===== src/rtl/router_reg.sv =====
//======================================================================
// router_reg : 1x3 router datapath register stage (header latch, full
//              holding byte, parity accumulate/check, FIFO write data).
// Optional: define ROUTER_REG_ERR_CNT_EN to add the saturating err_cnt.
// Revision: 1.0
//======================================================================
`default_nettype none

module router_reg #(
  parameter int DATA_WIDTH = 8
) (
  input  logic                  clk,
  input  logic                  rst,
  input  logic                  pkt_valid,
  input  logic [DATA_WIDTH-1:0] data_in,
  input  logic                  fifo_full,
  input  logic                  detect_add,
  input  logic                  lfd_state,
  input  logic                  ld_state,
  input  logic                  laf_state,
  input  logic                  full_state,
  input  logic                  rst_int_reg,
  output logic                  parity_done,
  output logic                  low_pkt_valid,
  output logic                  err,
`ifdef ROUTER_REG_ERR_CNT_EN
  output logic [7:0]            err_cnt,
`endif
  output logic [DATA_WIDTH-1:0] dout
);

  logic [DATA_WIDTH-1:0] r_hdr_reg;
  logic [DATA_WIDTH-1:0] r_ff_byte;
  logic [DATA_WIDTH-1:0] r_int_parity;
  logic [DATA_WIDTH-1:0] r_pkt_parity;
  logic [DATA_WIDTH-1:0] r_dout;
  logic                  r_parity_done;
  logic                  r_low_pkt_valid;
  logic                  r_err;

  logic w_hdr_load;
  logic w_pd_set;
  logic w_unused_full_state;

  // FIFO_FULL_STATE needs no datapath action; the byte is already parked.
  assign w_unused_full_state = full_state;

  assign w_hdr_load = detect_add && pkt_valid && (data_in[1:0] != 2'b11);
  assign w_pd_set   = (ld_state && !fifo_full && !pkt_valid) ||
                      (laf_state && r_low_pkt_valid && !r_parity_done);

  always_ff @(posedge clk or posedge rst) begin
    if (rst) begin
      r_hdr_reg <= '0;
      r_ff_byte <= '0;
      r_dout    <= '0;
    end else begin
      if (w_hdr_load)
        r_hdr_reg <= data_in;
      if (ld_state && fifo_full)
        r_ff_byte <= data_in;
      if (lfd_state)
        r_dout <= r_hdr_reg;
      else if (ld_state && !fifo_full)
        r_dout <= data_in;
      else if (laf_state)
        r_dout <= r_ff_byte;
    end
  end

  // Payload bytes accumulate even when the FIFO is full; the parity byte never does.
  always_ff @(posedge clk or posedge rst) begin
    if (rst) begin
      r_int_parity <= '0;
      r_pkt_parity <= '0;
    end else begin
      if (detect_add)
        r_int_parity <= '0;
      else if (lfd_state)
        r_int_parity <= r_int_parity ^ r_hdr_reg;
      else if (ld_state && pkt_valid)
        r_int_parity <= r_int_parity ^ data_in;
      if (ld_state && !pkt_valid)
        r_pkt_parity <= data_in;
    end
  end

  always_ff @(posedge clk or posedge rst) begin
    if (rst) begin
      r_low_pkt_valid <= 1'b0;
      r_parity_done   <= 1'b0;
      r_err           <= 1'b0;
    end else begin
      if (rst_int_reg)
        r_low_pkt_valid <= 1'b0;
      else if (ld_state && !pkt_valid)
        r_low_pkt_valid <= 1'b1;

      if (detect_add)
        r_parity_done <= 1'b0;
      else if (w_pd_set)
        r_parity_done <= 1'b1;

      if (lfd_state)
        r_err <= 1'b0;
      else if (rst_int_reg && r_parity_done)
        r_err <= (r_int_parity != r_pkt_parity);
    end
  end

`ifdef ROUTER_REG_ERR_CNT_EN
  logic       r_err_d;
  logic [7:0] r_err_cnt;

  always_ff @(posedge clk or posedge rst) begin
    if (rst) begin
      r_err_d   <= 1'b0;
      r_err_cnt <= 8'h00;
    end else begin
      r_err_d <= r_err;
      if (r_err && !r_err_d && (r_err_cnt != 8'hFF))
        r_err_cnt <= r_err_cnt + 8'h01;
    end
  end

  assign err_cnt = r_err_cnt;
`endif

  assign dout          = r_dout;
  assign parity_done   = r_parity_done;
  assign low_pkt_valid = r_low_pkt_valid;
  assign err           = r_err;

endmodule

`default_nettype wire

===== config.mk =====
export PLATFORM = sky130hd
export DESIGN_NAME = router_reg
export DESIGN_NICKNAME = d
export VERILOG_FILES = /design/src/rtl/router_reg.sv
export SDC_FILE = /design/constraint.sdc
export NUM_CORES = 1
export LEC_CHECK = 0
export BUFFER_PORTS_ARGS = -buffer_cell sky130_fd_sc_hd__buf_2
export CAP_MARGIN = 20
export CORE_ASPECT_RATIO = 2
export CORE_MARGIN = 5
export CORE_UTILIZATION = 40
export DETAILED_ROUTE_END_ITERATION = 10
export PLACE_DENSITY = 0.63
export SYNTH_ARGS = -nofsm -noshare
export SYNTH_HDL_FRONTEND = slang
export SYNTH_SLANG_ARGS = --single-unit

===== constraint.sdc =====
create_clock -name clk -period 1.7 [get_ports clk]
set_input_delay 0.34 -clock clk [delete_from_list [all_inputs] [get_ports clk]]
set_output_delay 0.34 -clock clk [all_outputs]
set_load 0.05 [all_outputs]

== After elaboration in Yosys (flattened, before gate mapping) ==
Cells that the tools add are included.
Word-level totals
  flip-flop bits (word level): 43
  word-level logic and storage cells: 43
Cells by class
  eq/ne operators: 2
  mux-type cells: 12
  bitwise operators: 2
  reduce and logical (&&, ||, !) cells: 19
Operators by type and width (count)
  8-bit 2-to-1 mux: 6
  8-bit bitwise XOR: 2
  1-bit logical AND: 10
  8-bit != test: 1
  1-bit 2-to-1 mux: 6
  2-bit nonzero test: 3
  3-bit nonzero test: 2
  1-bit logical NOT: 3
  2-bit != test, second input constant: 1
  1-bit logical OR: 1

== Depth between registers and ports, before layout ==
  word-level depth: 6
  gate-level depth with buffers: 6
  mapped depth without buffers: 3

== Worst setup path before layout ==
Ideal clock, no wire load.
  kind: register to register
  start: reg r_parity_done, in the netlist parity_done
  end: reg r_err, in the netlist err
  setup time: 0.124 ns
  data arrival time: 1.053 ns
  slack: 0.523 ns
  cell stages (with the launch flop): 3
  buffers on the path: 0
  period minus slack after synthesis: 1.177 ns
  cell sequence: dfrtp_1 > nand3_1 > o31a_1
On the way
  longest elaborated chain between the ends: 2
RTL lines
  from (decl): RTL line 37  | logic r_parity_done;
  from (signal assigned): RTL line 91  | r_parity_done <= 1'b0;
  from (signal assigned): RTL line 100  | r_parity_done <= 1'b0;
  from (signal assigned): RTL line 102  | r_parity_done <= 1'b1;
  1-bit logical AND: RTL line 106  | else if (rst_int_reg && r_parity_done)
  2-bit nonzero test (no line)
  to (signal assigned): RTL line 107  | r_err <= (r_int_parity != r_pkt_parity);
  to (decl): RTL line 39  | logic r_err;
No other way between the ends.
A chain may end at the register's enable or synchronous reset.

== Worst setup path after layout ==
  start: reg r_parity_done, in the netlist parity_done
  end: out parity_done
RTL lines
  to (decl): RTL line 23  | output logic parity_done,
No word-level cell between the ends.

==> impl_metrics.yaml <==
floorplanning:
  die_h_um: 115
  rows: 38
  core_area_um2: 5420
  io_pins: 29
  start_util_pct: 40.7
  die_area_um2: 7190
  die_w_um: 62.5
worst_setup_path:
  critPathArrivalTime_ps: 980
  path_class: "flip-flop to output port"
  slowest_stage: "dfrtp_1"
  cp-start-kind: "flip-flop"
  crit_family: "flip-flops"
  slowest_delay_ps: 390
  worstPathRequired_ps: 1360
  critPathBufInv: 1
  end_kind: "output port"
  cp_cell_sequence: "buf_2"
  cp.depth: 1
  r2r_cells: 3
  worstPathMaxFanout: 4
clocking:
  path_clk_slew_ps: 80
  cts_buffers: 5
  numClockSinks: 43
  post-cts-setup-buffer-count: 0
  holdBufCountCts: 1
  cts.htree.levels: 2
  cts_tree: "built"
  clk_latency_ps: 300
  cts_buffer_depth: 2
  cts_root_buf: "clkbuf_8"
  post_cts_resized: 0
drt:
  num_vias: 1504
  ant_nets: 0
  post_drt_wl_per_cell_um: 17.9
  drtIter0Drc: 37
  route.detailed.drc: 0
  viasPerCell: 5.63
  wl_um: 4790
  drtPass1Iterations: 4
yosys:
  synth.yosys.warnings: 0
  syn_area_um2: 2210
  syn_nets: 196
  synth_cells: 178
  ys_seq_area_share_pct: 48.8
  ys_seq_elements: 43
  synth_area_per_cell_um2: 12.4
  ys_types: 31
grt:
  grt_pass1_wl_um: 8250
  track_usage_pct: 14.8
  first_global_vias: 1598
  grt_overflow: 0
  antenna_found_initial: 0
  grt_max_degree: 27
sta:
  setup_slack_ps: 383
  period_minus_slack_ps: 1320
  finalMaxSlewViolations: 0
  rsz0062_at_grt: "no"
  finClkSkew_ps: 7.37
  whs_ps: 220
  hold_viol_final: 0
  finalSetupViolCount: 0
  period_share_pct: 77.4
  max_freq_ghz: 0.760
  tns_ps: 0
  tightest_slew_ps: 638
  max-slew-margin-rel_pct: 57.4
hold_path:
  min_path_cells: 2
  hold_path.class: "input pin to flip-flop"
final_layout:
  syn_to_final_growth_pct: 11.4
  final_cell_mix: "dfrtp_1, buf_2, and3b_1, mux2_4, nand3_1"
  drive_above_1_share_pct: 29.5
  fin_nets: 225
  n_antenna_cell: 0
  final_common_cell: "dfrtp_1"
power:
  p_per_area_nw_per_um2: 1030
  p_leak_nw: 1.12
  finalPower_w: 0.00254
  peakVddDrop_uv: 748
placement:
  place_ws_ps: 174
  dp_hpwl_um: 3440
  gp_congestion: 0.769
  port_buffers: 27
job:
  drv_cap: 0
outcome:
  status: "complete, no violations"
## area by class of cell
cell class,count,area [µm²]
clock buffers,6,82.6
clock inverters,1,5.00
fillers,541,2960
inverters,2,7.51
multi-input cells,122,1020
flip-flops and latches,43,1080
well taps,60,75.1
repair buffers,33,195
## where the power goes
group	leakage, nW	internal [W]	switching (W)
Combinational	0.544	0.000270	0.000350
Sequential	0.525	0.00117	0.0000911
Clock	0.0470	0.000319	0.000342
## routing by layer
layer	global-route usage, %	wire [µm]	vias up
li1	-	-	714
met1	17.8	2060	764
met2	24.7	2490	20
met3	3.52	139	6
met4	6.94	99	0
met5	0	0	-
## per-stage QoR
step | util [%] | instances | instance area [µm²]
final | 45.4 | 267 | 2460
after global routing | 45.4 | 267 | 2460
after CTS | 45.4 | 267 | 2460
after detailed placement | 43.6 | 259 | 2360
after global placement | 43.6 | 259 | 2360
after floorplan | - | 178 | 2210
## cells by family after synthesis
| group | count (synthesis) | share of synthesized area, % |
|---|---|---|
| simple gates | 60 | 18.7 |
| flops | 43 | 48.8 |
| compound gates | 32 | 10.6 |
| mux | 22 | 13.6 |
| buf+inv | 13 | 5.16 |
| xor+xnor | 8 | 3.17 |
## cells in the mapped netlist
master / instances / area share, %
nor2_1: 4 / 0.68
nand2_4: 2 / 1.0
nand4_1: 1 / 0.28
nand3_1: 10 / 2.3
dfrtp_1: 43 / 49
buf_2: 1 / 0.23
nand2b_4: 1 / 0.62
a21o_4: 1 / 0.68
nor3_2: 2 / 0.91
o21a_1: 1 / 0.34
mux2_1: 8 / 4.1
a31oi_1: 8 / 2.3
mux2_4: 14 / 9.5
buf_6: 8 / 4.1
nor2_2: 1 / 0.28
inv_1: 2 / 0.34
nand2b_1: 1 / 0.28
buf_4: 1 / 0.34
o31a_1: 1 / 0.40
o211ai_1: 8 / 2.7
nor3_1: 6 / 1.4
nand4b_1: 8 / 3.2
a21boi_1: 1 / 0.34
o22a_1: 2 / 0.79
xnor2_1: 8 / 3.2
nand2_1: 7 / 1.2
a21boi_0: 7 / 2.4
and3b_1: 16 / 6.3
clkbuf_1: 1 / 0.17
a21oi_1: 3 / 0.68
nand2_2: 1 / 0.28
## worst paths after layout
kind                                  from       endpoint  slack (ps)
setup / recovery               parity_done    parity_done         380
hold / removal                 rst_int_reg  low_pkt_valid         220
setup reg to reg           r_int_parity[6]            err         560
hold reg to reg               r_hdr_reg[0]   r_hdr_reg[0]         490
max in group asynchronous              rst   r_ff_byte[4]         710
min in group asynchronous              rst   r_hdr_reg[2]         510
No activity file was read; power rests on OpenSTA's default activity.
